### src/rtl/vga_capture_pkg.sv
// Shared constants for the pixel-clock video path: colour widths, 640x480 timing
// and the capture FSM encoding, so generator and capture agree.
package vga_capture_pkg;

  localparam int VGA_R_WIDTH  = 5;
  localparam int VGA_G_WIDTH  = 6;
  localparam int VGA_B_WIDTH  = 5;
  localparam int VGA_RGB_WIDTH = VGA_R_WIDTH + VGA_G_WIDTH + VGA_B_WIDTH;

  localparam int VGA_H_ACTIVE = 640;
  localparam int VGA_H_FRONT  = 16;
  localparam int VGA_H_PULSE  = 96;
  localparam int VGA_H_BACK   = 48;

  localparam int VGA_V_ACTIVE = 480;
  localparam int VGA_V_FRONT  = 10;
  localparam int VGA_V_PULSE  = 2;
  localparam int VGA_V_BACK   = 33;

  localparam int VGA_X_WIDTH     = 10;
  localparam int VGA_Y_WIDTH     = 10;
  localparam int VGA_ADDR_WIDTH  = 19;
  localparam int VGA_LOCK_FRAMES = 2;

  typedef enum logic [1:0] {
    ST_IDLE   = 2'd0,
    ST_SYNC   = 2'd1,
    ST_LOCKED = 2'd2
  } cap_state_e;

endpackage

### src/rtl/vga_edge_detect.sv
// Stage-1 input register for the capture front end, plus one-cycle edge
// pulses derived from stage 1 against its delayed copy.
module vga_edge_detect
  import vga_capture_pkg::*;
#(
  parameter int D_WIDTH = VGA_RGB_WIDTH
) (
  input  logic               clk,
  input  logic               rst,
  input  logic               hsync,
  input  logic               vsync,
  input  logic               de,
  input  logic               cap_en,
  input  logic [D_WIDTH-1:0] rgb,
  output logic               hsync_s1,
  output logic               de_s1,
  output logic               cap_en_s1,
  output logic [D_WIDTH-1:0] rgb_s1,
  output logic               vsync_rise,
  output logic               de_rise,
  output logic               de_fall
);

  logic               hsync_r;
  logic               vsync_r;
  logic               de_r;
  logic               cap_en_r;
  logic [D_WIDTH-1:0] rgb_r;
  logic               vsync_d_r;
  logic               de_d_r;

  // stage-1 sample of every input and a delayed copy of the two edge sources
  always_ff @(posedge clk or negedge rst) begin
    if (!rst) begin
      hsync_r   <= 1'b0;
      vsync_r   <= 1'b0;
      de_r      <= 1'b0;
      cap_en_r  <= 1'b0;
      rgb_r     <= {D_WIDTH{1'b0}};
      vsync_d_r <= 1'b0;
      de_d_r    <= 1'b0;
    end else begin
      hsync_r   <= hsync;
      vsync_r   <= vsync;
      de_r      <= de;
      cap_en_r  <= cap_en;
      rgb_r     <= rgb;
      vsync_d_r <= vsync_r;
      de_d_r    <= de_r;
    end
  end

  assign hsync_s1   = hsync_r;
  assign de_s1      = de_r;
  assign cap_en_s1  = cap_en_r;
  assign rgb_s1     = rgb_r;
  assign vsync_rise = vsync_r & ~vsync_d_r;
  assign de_rise    = de_r & ~de_d_r;
  assign de_fall    = ~de_r & de_d_r;

endmodule

### src/rtl/vga_capture.sv
// Receive side of the pixel-clock video interface: measures frame geometry,
// locks after consecutive good frames and writes armed frames to a frame buffer.
module vga_capture
  import vga_capture_pkg::*;
#(
  parameter int R_WIDTH     = VGA_R_WIDTH,
  parameter int G_WIDTH     = VGA_G_WIDTH,
  parameter int B_WIDTH     = VGA_B_WIDTH,
  parameter int H_ACTIVE    = VGA_H_ACTIVE,
  parameter int V_ACTIVE    = VGA_V_ACTIVE,
  parameter int X_WIDTH     = VGA_X_WIDTH,
  parameter int Y_WIDTH     = VGA_Y_WIDTH,
  parameter int ADDR_WIDTH  = VGA_ADDR_WIDTH,
  parameter int LOCK_FRAMES = VGA_LOCK_FRAMES
) (
  input  logic                               clk,
  input  logic                               rst,
  input  logic                               hsync,
  input  logic                               vsync,
  input  logic                               de,
  input  logic [R_WIDTH-1:0]                 red,
  input  logic [G_WIDTH-1:0]                 green,
  input  logic [B_WIDTH-1:0]                 blue,
  input  logic                               cap_en,
  output logic                               wr_en,
  output logic [ADDR_WIDTH-1:0]              wr_addr,
  output logic [R_WIDTH+G_WIDTH+B_WIDTH-1:0] wr_data,
  output logic [X_WIDTH-1:0]                 x,
  output logic [Y_WIDTH-1:0]                 y,
  output logic                               locked,
  output logic                               frame_done,
  output logic                               err,
  output logic [X_WIDTH-1:0]                 meas_h,
  output logic [Y_WIDTH-1:0]                 meas_v
);

  localparam int D_WIDTH  = R_WIDTH + G_WIDTH + B_WIDTH;
  localparam int GC_WIDTH = $clog2(LOCK_FRAMES + 1);

  localparam logic [X_WIDTH-1:0]    H_ACT   = X_WIDTH'(H_ACTIVE);
  localparam logic [Y_WIDTH-1:0]    V_ACT   = Y_WIDTH'(V_ACTIVE);
  localparam logic [X_WIDTH-1:0]    X_ONE   = X_WIDTH'(1);
  localparam logic [Y_WIDTH-1:0]    Y_ONE   = Y_WIDTH'(1);
  localparam logic [X_WIDTH-1:0]    X_MAX   = {X_WIDTH{1'b1}};
  localparam logic [Y_WIDTH-1:0]    Y_MAX   = {Y_WIDTH{1'b1}};
  localparam logic [ADDR_WIDTH-1:0] A_ONE   = ADDR_WIDTH'(1);
  localparam logic [GC_WIDTH-1:0]   GC_ONE  = GC_WIDTH'(1);
  localparam logic [GC_WIDTH-1:0]   GC_LOCK = GC_WIDTH'(LOCK_FRAMES);

  logic               hsync_s1;
  logic               de_s1;
  logic               cap_en_s1;
  logic [D_WIDTH-1:0] rgb_s1;
  logic               vsync_rise;
  logic               de_rise;
  logic               de_fall;
  logic               unused_s;

  logic               fs_s;
  logic               le_s;
  logic               le_bad_s;
  logic               frame_good_s;
  logic               wr_go_s;
  logic [Y_WIDTH-1:0] v_fs_s;

  logic [X_WIDTH-1:0]    h_cnt_r;
  logic [Y_WIDTH-1:0]    v_cnt_r;
  logic [X_WIDTH-1:0]    meas_h_r;
  logic [Y_WIDTH-1:0]    meas_v_r;
  logic                  bad_r;
  logic [ADDR_WIDTH-1:0] addr_cnt_r;
  logic                  wr_en_r;
  logic [ADDR_WIDTH-1:0] wr_addr_r;
  logic [D_WIDTH-1:0]    wr_data_r;
  logic [X_WIDTH-1:0]    x_r;
  logic [Y_WIDTH-1:0]    y_r;

  cap_state_e          state_r;
  cap_state_e          state_nxt_s;
  logic [GC_WIDTH-1:0] good_cnt_r;
  logic [GC_WIDTH-1:0] good_cnt_nxt_s;
  logic                armed_r;
  logic                armed_nxt_s;
  logic                locked_r;
  logic                locked_nxt_s;
  logic                err_r;
  logic                err_nxt_s;
  logic                done_r;
  logic                done_nxt_s;

  vga_edge_detect #(
    .D_WIDTH (D_WIDTH)
  ) u_edge (
    .clk        (clk),
    .rst        (rst),
    .hsync      (hsync),
    .vsync      (vsync),
    .de         (de),
    .cap_en     (cap_en),
    .rgb        ({red, green, blue}),
    .hsync_s1   (hsync_s1),
    .de_s1      (de_s1),
    .cap_en_s1  (cap_en_s1),
    .rgb_s1     (rgb_s1),
    .vsync_rise (vsync_rise),
    .de_rise    (de_rise),
    .de_fall    (de_fall)
  );

  // hsync and de rise are registered for future checks only
  assign unused_s = hsync_s1 ^ de_rise;

  // A frame start that lands inside active video also closes the open line.
  assign fs_s         = vsync_rise;
  assign le_s         = de_fall | (fs_s & de_s1);
  assign le_bad_s     = le_s & (h_cnt_r != H_ACT);
  assign v_fs_s       = (le_s && (v_cnt_r != Y_MAX)) ? (v_cnt_r + Y_ONE) : v_cnt_r;
  assign frame_good_s = ~bad_r & ~le_bad_s & ~(fs_s & de_s1) & (v_fs_s == V_ACT);

  // line/frame measurement counters and the sticky bad-line flag
  always_ff @(posedge clk or negedge rst) begin
    if (!rst) begin
      h_cnt_r  <= {X_WIDTH{1'b0}};
      v_cnt_r  <= {Y_WIDTH{1'b0}};
      meas_h_r <= {X_WIDTH{1'b0}};
      meas_v_r <= {Y_WIDTH{1'b0}};
      bad_r    <= 1'b0;
    end else begin
      if (le_s) begin
        h_cnt_r  <= {X_WIDTH{1'b0}};
        meas_h_r <= h_cnt_r;
      end else if (de_s1 && (h_cnt_r != X_MAX)) begin
        h_cnt_r <= h_cnt_r + X_ONE;
      end
      if (fs_s) begin
        v_cnt_r  <= {Y_WIDTH{1'b0}};
        meas_v_r <= v_fs_s;
        bad_r    <= 1'b0;
      end else begin
        if (le_s && (v_cnt_r != Y_MAX)) begin
          v_cnt_r <= v_cnt_r + Y_ONE;
        end
        if (le_bad_s) begin
          bad_r <= 1'b1;
        end
      end
    end
  end

  // Only in-window pixels are written, so the address never leaves the frame.
  assign wr_go_s = armed_r & de_s1 & ~fs_s & (h_cnt_r < H_ACT) & (v_cnt_r < V_ACT);

  // frame-buffer write port; address runs from zero at each frame start
  always_ff @(posedge clk or negedge rst) begin
    if (!rst) begin
      wr_en_r    <= 1'b0;
      wr_addr_r  <= {ADDR_WIDTH{1'b0}};
      wr_data_r  <= {D_WIDTH{1'b0}};
      x_r        <= {X_WIDTH{1'b0}};
      y_r        <= {Y_WIDTH{1'b0}};
      addr_cnt_r <= {ADDR_WIDTH{1'b0}};
    end else begin
      wr_en_r <= wr_go_s;
      if (wr_go_s) begin
        wr_addr_r <= addr_cnt_r;
        wr_data_r <= rgb_s1;
        x_r       <= h_cnt_r;
        y_r       <= v_cnt_r;
      end
      if (fs_s) begin
        addr_cnt_r <= {ADDR_WIDTH{1'b0}};
      end else if (wr_go_s) begin
        addr_cnt_r <= addr_cnt_r + A_ONE;
      end
    end
  end

  // lock FSM next state; every decision is taken at frame start only
  always_comb begin
    state_nxt_s    = state_r;
    good_cnt_nxt_s = good_cnt_r;
    armed_nxt_s    = armed_r;
    locked_nxt_s   = locked_r;
    err_nxt_s      = 1'b0;
    done_nxt_s     = 1'b0;
    if (fs_s) begin
      case (state_r)
        ST_IDLE: begin
          state_nxt_s    = ST_SYNC;
          good_cnt_nxt_s = {GC_WIDTH{1'b0}};
        end
        ST_SYNC: begin
          if (frame_good_s) begin
            good_cnt_nxt_s = good_cnt_r + GC_ONE;
            if ((good_cnt_r + GC_ONE) == GC_LOCK) begin
              state_nxt_s  = ST_LOCKED;
              locked_nxt_s = 1'b1;
            end else begin
              state_nxt_s = ST_SYNC;
            end
          end else begin
            good_cnt_nxt_s = {GC_WIDTH{1'b0}};
            err_nxt_s      = 1'b1;
          end
        end
        ST_LOCKED: begin
          if (frame_good_s) begin
            done_nxt_s  = armed_r;
            armed_nxt_s = cap_en_s1;
          end else begin
            state_nxt_s    = ST_SYNC;
            locked_nxt_s   = 1'b0;
            armed_nxt_s    = 1'b0;
            err_nxt_s      = 1'b1;
            good_cnt_nxt_s = {GC_WIDTH{1'b0}};
          end
        end
        default: begin
          state_nxt_s    = ST_IDLE;
          good_cnt_nxt_s = {GC_WIDTH{1'b0}};
          armed_nxt_s    = 1'b0;
          locked_nxt_s   = 1'b0;
        end
      endcase
    end else begin
      state_nxt_s = state_r;
    end
  end

  // lock FSM state and registered status pulses
  always_ff @(posedge clk or negedge rst) begin
    if (!rst) begin
      state_r    <= ST_IDLE;
      good_cnt_r <= {GC_WIDTH{1'b0}};
      armed_r    <= 1'b0;
      locked_r   <= 1'b0;
      err_r      <= 1'b0;
      done_r     <= 1'b0;
    end else begin
      state_r    <= state_nxt_s;
      good_cnt_r <= good_cnt_nxt_s;
      armed_r    <= armed_nxt_s;
      locked_r   <= locked_nxt_s;
      err_r      <= err_nxt_s;
      done_r     <= done_nxt_s;
    end
  end

  assign wr_en      = wr_en_r;
  assign wr_addr    = wr_addr_r;
  assign wr_data    = wr_data_r;
  assign x          = x_r;
  assign y          = y_r;
  assign locked     = locked_r;
  assign frame_done = done_r;
  assign err        = err_r;
  assign meas_h     = meas_h_r;
  assign meas_v     = meas_v_r;

endmodule
### config.mk
export PLATFORM = sky130hd
export DESIGN_NAME = vga_capture
export DESIGN_NICKNAME = d
export VERILOG_FILES = /design/src/rtl/vga_capture_pkg.sv /design/src/rtl/vga_edge_detect.sv /design/src/rtl/vga_capture.sv
export SDC_FILE = /design/constraint.sdc
export NUM_CORES = 1
export LEC_CHECK = 0
export CORE_ASPECT_RATIO = 1.75
export CORE_MARGIN = 1.5
export CORE_UTILIZATION = 35
export DETAILED_ROUTE_END_ITERATION = 12
export GPL_TIMING_DRIVEN = 1
export PLACE_DENSITY = 0.55
export SYNTH_ARGS = -nofsm -noshare
export SYNTH_HDL_FRONTEND = slang
export SYNTH_SLANG_ARGS = --single-unit
### constraint.sdc
create_clock -name clk -period 3.55 [get_ports clk]
set_input_delay 0.355 -clock clk [delete_from_list [all_inputs] [get_ports clk]]
set_output_delay 0.355 -clock clk [all_outputs]
set_load 0.1 [all_outputs]
# Word-level counts from Yosys, hierarchy flattened
# Index checks and enable logic that the tools add are counted.
# Widths: inputs -> output; s select.
[word_totals] register_bits=145 in_bits=22
[classes] addsub=4 order_cmp=2 eq_ne=10 mux=27 n_bitwise=20 n_reduce_logical=12
[op_table] cell="$mux 10" count=4
[op_table] cell="$mux 19" count=2
[op_table] cell="$ne 10x10->1 const B" count=3
[op_table] cell="$add 10x1->10 const B" count=2
[op_table] cell="$add 19x1->19 const B" count=1
[op_table] cell="$mux 1" count=12
[op_table] cell="$and 1x1->1" count=11
[op_table] cell="$eq 10x9->1 const B" count=1
[op_table] cell="$lt 10x10->1 const B" count=1
[op_table] cell="$lt 10x9->1 const B" count=1
[op_table] cell="$mux 2" count=5
[op_table] cell="$not 1->1" count=8
[op_table] cell="$ne 2x2->1 const B" count=3
[op_table] cell="$pmux 2 s3" count=1
[op_table] cell="$reduce_bool 2->1" count=3
[op_table] cell="$reduce_and 5->1" count=1
[op_table] cell="$eq 2x2->1 const B" count=2
[op_table] cell="$pmux 2 s2" count=1
[op_table] cell="$reduce_and 2->1" count=2
[op_table] cell="$reduce_or 2->1" count=2
[op_table] cell="$pmux 1 s3" count=1
[op_table] cell="$reduce_and 3->1" count=1
[op_table] cell="$add 2x1->2 const B" count=1
[op_table] cell="$eq 2x1->1 const B" count=1
[op_table] cell="4 further kinds" count=5

# Longest topological paths before layout
[depth] word_depth=12 ltp_mapped=9 depth_no_buf=8

# By module
# Synthesis repeated with hierarchy kept, for this count alone.
[hier_totals] cells_unflattened=598 hier_area_um2=5972.0
[modules_own_cells] module="vga_capture" n_inst=1 cells_each=573 area_per_inst_um2=5400.2 seq_area_each_um2=3103.0
[modules_own_cells] module="vga_edge_detect" n_inst=1 cells_each=25 area_per_inst_um2=571.8 seq_area_each_um2=550.5

# Least setup slack after synthesis
# OpenSTA, ideal clock, no wires.
[synth_timing] path_kind="flip-flop to flip-flop" start="register v_cnt_r[0]" end="register state_r[0]" t_arrival_ps=2359 t_required_ps=3412 path_slack_ps=1054 path_stages_with_launch=9 n_path_buf=0 synth_period_minus_slack_ps=2496 path_cell_list="dfrtp_1 ha_1 nand3_4 o32ai_4 nor2_1 xor2_1 nor4_4 mux2i_1 o2111ai_1"
[synth_between] elab_chain_cells=7
[synth_lines] element="start: declaration" line_no="vga_capture.sv:67" rtl="logic [Y_WIDTH-1:0] v_cnt_r;"
[synth_lines] element="start signal: assignment" line_no="vga_capture.sv:124" rtl="v_cnt_r <= {Y_WIDTH{1'b0}};"
[synth_lines] element="start signal: assignment" line_no="vga_capture.sv:136" rtl="v_cnt_r <= {Y_WIDTH{1'b0}};"
[synth_lines] element="start signal: assignment" line_no="vga_capture.sv:141" rtl="v_cnt_r <= v_cnt_r + Y_ONE;"
[synth_lines] element="branches (longest 2 deep; another with $add 10x1->10)"
[synth_lines] element="$mux 10 *"
[synth_lines] element="$eq 10x9->1 *" line_no="vga_capture.sv:118" rtl="assign frame_good_s = ~bad_r & ~le_bad_s & ~(fs_s & de_s1) & (v_fs_s == V_ACT);"
[synth_lines] element="$and 1x1->1 *" line_no="vga_capture.sv:118"
[synth_lines] element="$ne 2x2->1 (no source line)"
[synth_lines] element="$reduce_and 3->1 (no source line) *"
[synth_lines] element="end signal: assignment" line_no="vga_capture.sv:240" rtl="state_r <= state_nxt_s;"
[synth_lines] element="end: declaration" line_no="vga_capture.sv:78" rtl="cap_state_e state_r;"
# Every way passes the cells marked *.
# A chain may end at the register's enable or synchronous reset.

# Worst setup path after layout
[layout_timing] start="register u_edge.de_r, in the netlist u_edge.de_s1" end="register state_r[0]"
[layout_between] elab_chain_cells=10
[layout_lines] element="start: declaration" line_no="vga_edge_detect.sv:26" rtl="logic de_r;"
[layout_lines] element="start signal: assignment" line_no="vga_edge_detect.sv:37" rtl="de_r <= 1'b0;"
[layout_lines] element="start signal: assignment" line_no="vga_edge_detect.sv:45" rtl="de_r <= de;"
[layout_lines] element="branches (longest 7 deep; another with $mux 10)"
[layout_lines] element="$and 1x1->1 *" line_no="vga_capture.sv:118"
[layout_lines] element="$ne 2x2->1 (no source line)"
[layout_lines] element="$reduce_and 3->1 (no source line) *"
# Marked as above.

==> run summary <==
status -> complete, but fails checks
violated checks -> hold timing
Slew @ Worst Pin -> 1.03 ns
Power Dens Cells -> 518 nW/um^2
first-pass GRT wire length -> 22900 um
clk_lat worst skew -> 0.42 ns
Hold WC Path Type -> input port to async pin
CTS tree -> built
CTS root buffer -> clkbuf_16
Starting Density -> 35.8%
Antenna Nets Post-Route -> 0
worst-case clock buffer depth -> 2
GP Congestion -> 0.855
# hold bufs at CTS -> 0
Syn-to-layout area delta -> 30.6%
Ports -> 101
Diodes inserted -> 0
Design Area, Final -> 7920 sq um
Mapped Area -> 6060 sq um
post-layout min period -> 2.76 ns
most common cell in the synthesized netlist -> nand2_1
sequential share of the synthesized area -> 59.9%
net count after synthesis -> 639
GR Util All Layers -> 16.3%
initial antenna violation count -> 0
VDD IR max -> 396 uV
Netlist cell types -> 54
RSZ-0062 raised after global routing -> false
worst hold slack -> -0.00387 ns
max-cap viol count -> 0
Post-DP HPWL -> 9610 um
vias in the first global route -> 4567
routed wire length -> 13900 um
Synth Register Bits -> 145
Hold Vio Cnt, Final -> 2
Power Total -> 4.10 mW
cts repair resizes -> 0
nets -> 738
fin util -> 46.7%
Crit Path Category -> register to register
Core ar. -> 16900 sq um
Placed Area -> 7280 sq um
largest net degree at the start of global routing -> 87
port bufs -> 99
Num CTS Buffers -> 17
Top FF cell, synth -> dfrtp_1
Async SR Flop Fraction -> 100%
CP max FO -> 18
CP Capture Type -> register
Mapped Cells -> 608
vias per inst -> 4.78
via count of the routed design -> 4530
DR pass1 iterations -> 4
post-CTS setup repair buffer count -> 0
num rows -> 63
Clock Pin Slew Worst Setup and Hold Paths -> 0.06 ns
leading area contributor after synthesis -> dfrtp_1
die area -> 18100 sq um
Vert. Die Dim -> 177 um
Remaining DRCs -> 0
synth warn -> 0
clk sink count -> 145
Synth top cells by count -> nand2_1, dfrtp_1, nor2_1, o21ai_0, clkbuf_1
Synth top area share -> 59.9%
max-slew violations -> 0
Fmax -> 0.362 GHz
Clock Skew -> 0.00893 ns
synthesized area per cell -> 9.97 sq um
H-tree lvl count -> 4
Critical Path AT -> 3.05 ns
gr ovfl total -> 0
Chip Width -> 102 um
1st-iter DRT viols -> 172
Worst EP required -> 3.84 ns
crit path launch type -> register
Post-synth EDFFs -> 0
routed len/inst -> 14.7 um
Synth area leaders -> dfrtp_1, nand2_1, nor2_1
setup_tns -> 0 ns
leakage -> 3.68 nW
share of post-route cells with drive strength above 1 -> 7.64%
final setup violating endpoints -> 0
period utilisation layout -> 77.8%
Slew HR -> 31.3%
## kinds of logic (layout without fill, tap and decap cells)
logic type                 Yosys count  after routing  synth area share (%)
and+or+nand+nor                    322            322                  24.1
DFF                                145            145                  59.9
muxes                                8              8                  1.32
xor gates and xnor gates            24             24                  3.59
adders and majority gates            9              9                  1.86
buffers and inverters               40            152                  2.95
AOI/OAI and AO/OA                   60             60                  6.36
## power breakdown
group	switching (mW)	leakage, nW	internal [mW]	total (mW)
Sequential	0.0552	1.96	1.71	1.77
Combinational	0.311	1.41	0.112	0.423
Clock	0.697	0.307	1.22	1.91
Total	1.06	3.68	3.04	4.10
## critical path: stages (launching register included)
cell and delay, ns:
dfrtp_1 0.49, or2b_4 0.20, nand2_2 0.22, a311oi_1 0.66, nand4bb_1 0.24, nor4_4 0.28, buf_4 0.22, mux2i_1 0.19
o2111ai_1 0.12
## layout by cell type, fill, tap and decap left out, types with 3 or more instances in the layout
| cell | Yosys | layout |
|---|---|---|
| a21oi_1 | 10 | 10 |
| and3_1 | 6 | 6 |
| and4_1 | 5 | 5 |
| buf_4 | 1 | 6 |
| bufinv_16 | 0 | 4 |
| clkbuf_16 | 0 | 17 |
| clkdlybuf4s50_1 | 0 | 98 |
| dfrtp_1 | 145 | 145 |
| ha_1 | 9 | 9 |
| inv_1 | 13 | 13 |
| mux2i_1 | 8 | 8 |
| nand2_1 | 204 | 203 |
| nand2_2 | 2 | 3 |
| nand2b_1 | 3 | 3 |
| nand3_1 | 13 | 13 |
| nand4_1 | 9 | 9 |
| nor2_1 | 47 | 47 |
| nor3_1 | 5 | 5 |
| nor4_1 | 3 | 3 |
| o21ai_0 | 31 | 31 |
| o22ai_1 | 4 | 4 |
| or3_1 | 7 | 7 |
| xnor2_1 | 14 | 14 |
| xor2_1 | 9 | 9 |
## path summary, 6_finish.rpt
path	slack, ns	start	end	depth (start not counted)
max	0.79	u_edge.de_s1	state_r[0]	8
min	-0.004	rst	wr_data[6]	1
max reg2reg	0.79	u_edge.de_s1	state_r[0]	8
min reg2reg	0.43	u_edge.rgb_s1[12]	wr_data[12]	2
max in group asynchronous	2.78	rst	wr_data[4]	2
min in group clk	0.37	blue[0]	u_edge.rgb_s1[0]	1
## final cells by class
cell class                      instances  area [sq um]
Multi-Input combinational cell        423          2260
Sequential cell                       145          3630
Timing Repair Buffer                  106          1060
Fill cell                            1605          9030
Clock buffer                           20           457
Tap cell                              227           284
Clock inverter                         12           180
Inverter                               14          52.6
## metal layers
metal / wire (um) / track usage, % / share of wire [%]
met1: 5640 / 19.1 / 41
met2: 7550 / 28.4 / 54
met3: 488 / 4.58 / 3.5
met4: 225 / 5.19 / 1.6
met5: 0 / 0 / 0
## metrics by stage
| step | std cells | hold WS [ns] | setup WS (ns) |
|---|---|---|---|
| finish | 947 | -0.00387 | 0.787 |
| global route | 947 | 0.0485 | 0.573 |
| CTS | 947 | 0.0232 | 0.760 |
| detailed placement | 915 | 0.425 | 0.766 |
| global placement | 915 | 0.418 | 0.821 |
| floorplan | 608 | 0.0594 | 1.05 |
## state kept, by name, indices dropped and copies added, names as in the netlist, 2 cells and up
| name | cells |
|---|---|
| x | 10 |
| u_edge.rgb_s1 | 16 |
| y | 10 |
| state_r | 2 |
| meas_v | 10 |
| meas_h | 10 |
| wr_data | 16 |
| good_cnt_r | 2 |
| addr_cnt_r | 19 |
| v_cnt_r | 10 |
| wr_addr | 19 |
| h_cnt_r | 10 |
Note: power is estimated with default switching activity, not from simulation.
==> RTL change 1, RTL diff (same settings) <==
Put one more register stage on the output `wr_data`, without a reset. The value now appears one clock later. The other outputs are not delayed to match.
--- a/src/rtl/vga_capture.sv
+++ b/src/rtl/vga_capture.sv
@@ -248,7 +248,9 @@
 
   assign wr_en      = wr_en_r;
   assign wr_addr    = wr_addr_r;
-  assign wr_data    = wr_data_r;
+  always_ff @(posedge clk) begin
+    wr_data <= wr_data_r;
+  end
   assign x          = x_r;
   assign y          = y_r;
   assign locked     = locked_r;
Check against the original RTL: no difference found for any inputs over 4 cycles, from zero or initial values and one cycle with rst low; that may be too few to reach the edited logic, so the function may still have changed.
==> RTL change 1 against the original RTL <==
Maximum frequency down 13%; largest power group is now sequential cells; die area rose by 3.4%; routed wire length is 2.7% lower; the flow still finishes with violations (hold timing); synthesized area increased by 3.4%; total power is 0.57% lower; final area rose by 2.8%; setup slack worse by 0.41 ns; sequential cell count up 16.
==> RTL change 1: results (changes against the original RTL) <==
Worst VDD drop: 0.355 mV (-10%)
CP max stage delay: 0.59 ns (-0.07 ns)
Sw power: 1.10 mW (+3.7%)
Sequential share of the synthesized area: 0.630 (+0.0311)
Compound-cell area share of the yosys netlist: 0.0671 (+0.00347)
Top post-synthesis cells by count: 145 x dfrtp_1, 51 x mux2_2, 51 x nand2_1
Bufs w/o clock: 107 (+0.94%)
Ys async rst share: 0.901 (-0.0994)
Gp weighted congestion: 0.850 (-0.54%)
Largest net degree at the start of global routing: 84 (-3.4%)
Final #Nets: 653 (-12%)
Gate Count Post-Synth: 513 (-16%)
Non-clk buf share: 0.131 (-0.00273)
Total track usage: 0.154 (-0.00883)
Cell variety after synth: 58 (+7.4%)
Leak pwr: 3.60 nW (-2.1%)
Worst Reg-to-Reg Cells: 7 (-1)
Area of the multi-input gates: 2200 um2 (-2.4%)
Clock sink count: 161 (+11%)
Data arrival time of the critical path: 3.48 ns (+0.43 ns)
Slowest-stage cell, CP: a2111oi_0
Outcome: finished, violations left
Final hold violations: 24 (+22)
Least-Margin Pin Slew: 1.04 ns (+0.0154 ns)
CP top delay family: compound AO/OA/AOI/OAI gates
WL met2: 7440 um (-1.4%)
Layout clock area frac: 0.0704 (-0.0100)
Fill count: 1620 (+0.93%)
R2r setup slk: 0.37 ns (-0.41 ns)
Max Fclk: 0.315 GHz (-13%)
Initial DRC count: 140 (-19%)
Layout Cells excl Fill: 866 (-8.6%)
Multi-input gates: 319 (-25%)
Vias in the first global route: 4600 (+0.72%)
Failing checks: hold timing
Hold Worst Slack: -0.0301 ns (-0.0263 ns)
Seq area share: 0.485 (+0.0268)
Largest cells by area after synthesis: dfrtp_1 58%, mux2_2 9.2%, dfxtp_1 5.1%, nand2_1 3.1%, nor2_1 2.8%
Post-Synth Adder-Cell Area: 0.0180 (-0.000619)
# clk buffers: 17 (-15%)
-- RTL change 1: changes by cell type after synthesis, moves of 4 or more --
cell,delta
buf_1,-4
clkbuf_1,-4
dfxtp_1,+16
mux2_2,+51
nand2_1,-153
nor3_1,+4
o21ai_0,-7
xnor2_1,-7
xor2_1,+7
-- RTL change 1: power by group through the flow --
stage | clock, mW | combinational (mW) | sequential (mW)
CTS | 1.83 | 0.392 | 1.93
detailed placement | 0 | 0.390 | 1.96
floorplan | 0 | 0.118 | 2.08
global route | 1.91 | 0.420 | 1.94
finish | 1.77 | 0.384 | 1.93
global placement | 0 | 0.384 | 1.96
-- RTL change 1: metal layers --
metal / vias up / GRT usage
li1: 1998 / -
met1: 2156 / 0.168
met2: 104 / 0.279
met3: 23 / 0.0369
met4: 0 / 0.0717
met5: - / 0
-- RTL change 1: stage by stage --
step	total power, mW	hold WS, ns
final	4.08	-0.0301
after global routing	4.27	0.0292
after CTS	4.15	0.0113
after detailed placement	2.35	0.350
after global placement	2.34	0.347
after floorplan	2.20	0.0594
==> RTL change 2, RTL diff (config.mk and constraints unchanged) <==
Made on the original files. The package constant `VGA_B_WIDTH` goes from 5 to 10.
--- a/src/rtl/vga_capture_pkg.sv
+++ b/src/rtl/vga_capture_pkg.sv
@@ -4,7 +4,7 @@
 
   localparam int VGA_R_WIDTH  = 5;
   localparam int VGA_G_WIDTH  = 6;
-  localparam int VGA_B_WIDTH  = 5;
+  localparam int VGA_B_WIDTH  = 10;
   localparam int VGA_RGB_WIDTH = VGA_R_WIDTH + VGA_G_WIDTH + VGA_B_WIDTH;
 
   localparam int VGA_H_ACTIVE = 640;
Interface: changed (resized blue and wr_data); port bits go from 101 to 111. The function was not compared with the original's and may differ.
==> RTL change 2 against the original RTL <==
Count of clock-buffer cells in the layout shrank 2; total power grew 0.98%; final cell count grew 4.0%; sequential share of layout area grew 1.3 points; routed wire length grew 8.8%; setup slack lost 0.49 ns; synthesized area grew 2.8%; combinational power shrank 1%; final area grew 3.9%; first-iteration DRC count shrank 14%; sequential cell count grew 10; core utilization grew 0.39 points; critical path type unchanged; largest cell class unchanged; largest power group is now sequential cells.
==> RTL change 2: results (changes against the original RTL) <==
Final #Nets: 778 (+5.4%)
Vias in the first global route: 4851 (+6.2%)
EDFF count, synth: 0 (unchanged)
First-pass GRT wire length: 25100 um (+9.6%)
Sw power: 1.09 mW (+2.3%)
Placed Cells incl. Taps: 953 (+4.2%)
P_comb: 0.418 mW (-1%)
Sequential power: 1.87 mW (+6%)
Largest net degree at the start of global routing: 65 (-25%)
DP Area: 7620 um2 (+4.6%)
Post-CTS Hold Buffers: 1 (+1)
Drt pass-1 iters: 4 (unchanged)
Initial DRC count: 148 (-14%)
Clock Latency Late Sink: 0.42 ns (about the same)
Total track usage: 0.170 (+0.00698)
Max power group: sequential cells
Worst VDD drop: 0.317 mV (-20%)
CTS Buf Count: 17 (unchanged)
Worst-case clock buffer depth: 2 (unchanged)
Total Wirelength: 15100 um (+8.8%)
Cts repair resizes: 0 (unchanged)
Post-Syn Area per Cell: 9.97 um2 (about the same)
Mapped Nets: 661 (+3.4%)
Wire per inst: 15.4 um (+4.6%)
Gp weighted congestion: 0.866 (+1.3%)
Least-Margin Pin Slew: 1.09 ns (+0.0598 ns)
Leak pwr: 3.85 nW (+4.7%)
Clock Skews: 0.0110 ns (+0.00206 ns)
Buffers on Ports: 109 (+10%)
Root Buffer: clkbuf_16
Largest cells by area after synthesis: dfrtp_1 62%, nand2_1 14%, nor2_1 2.7%, o21ai_0 2.7%, xor2_1 2.1%
# diodes: 0 (unchanged)
Outcome: completed
Initial antenna violation count: 0 (unchanged)
Share of layout cells above drive strength 1: 0.0716 (-0.00477)
Cell variety after synth: 50 (-7.4%)
HP Class: input port to flop
Total Negative Setup Slacks: 0 ns (unchanged)
Sequential share of the synthesized area: 0.622 (+0.0237)
Yosys warns: 0 (unchanged)
CP max FO: 5 (-13)
DPL Wire Length: 10600 um (+11%)
Worst-path clk slew: 0.07 ns
Pint: 3.06 mW (+0.51%)
Setup Fix Bufs, Post-CTS: 0 (unchanged)
Pre-CTS WS: 0.317 ns (-0.449 ns)
H-Tree Depth: 4 (unchanged)
Top post-synthesis cells by count: 226 x nand2_1, 155 x dfrtp_1, 44 x nor2_1
GR Overflow Total: 0 (unchanged)
Avg Vias per Cell: 4.77 (-0.25%)
Ys async rst share: 1.00 (unchanged)
[RTL change 2: cell type report]
cell class / count / area, um2
clock buffers: 18 / 429
fillers: 1721 / 9230
inverters: 12 / 45.0
well taps: 231 / 289
flip-flops and latches: 155 / 3880
repair buffers: 122 / 1190
clock inverters: 13 / 166
multi-input cells: 434 / 2220
[RTL change 2: critical path: stages (launching register included)]
cell and delay, ns:
dfrtp_1 0.42, inv_1 0.10, ha_1 0.16, or4b_1 0.45
or4_4 0.46, a2111oi_4 0.38, nand2_1 0.11, nor4_2 0.38
nand3b_2 0.18, a21oi_2 0.17, mux2_1 0.33
[RTL change 2: metal layers]
metal / routed length (um) / global-route usage / share of wire / vias to the layer above
li1: - / - / - / 2271
met5: 0 / 0 / 0 / -
met2: 8370 / 0.317 / 0.55 / 106
met4: 388 / 0.0783 / 0.026 / 0
met3: 451 / 0.0272 / 0.030 / 24
met1: 5920 / 0.186 / 0.39 / 2299
[RTL change 2: path summary, 6_finish.rpt]
kind	from	to	slack [ns]	cells after the start
setup reg to reg	h_cnt_r[0]	state_r[0]	0.30	10
max in group asynchronous	rst	wr_data[12]	2.16	3
hold / removal	cap_en	u_edge.cap_en_s1	0.37	1
min in group asynchronous	rst	wr_addr[4]	0.46	2
hold reg to reg	u_edge.rgb_s1[13]	wr_data[13]	0.43	2
setup / recovery	h_cnt_r[0]	state_r[0]	0.30	10
[RTL change 2: cells by family (layout without fill, tap and decap cells)]
family | count (synthesis) | after routing | synth area share
buffers and inverters | 36 | 165 | 0.0219
adders and majority gates | 9 | 9 | 0.0181
muxes | 4 | 4 | 0.00683
and+or+nand+nor | 334 | 334 | 0.232
xor gates and xnor gates | 24 | 24 | 0.0337
AOI/OAI and AO/OA | 63 | 63 | 0.0655
DFF | 155 | 155 | 0.622
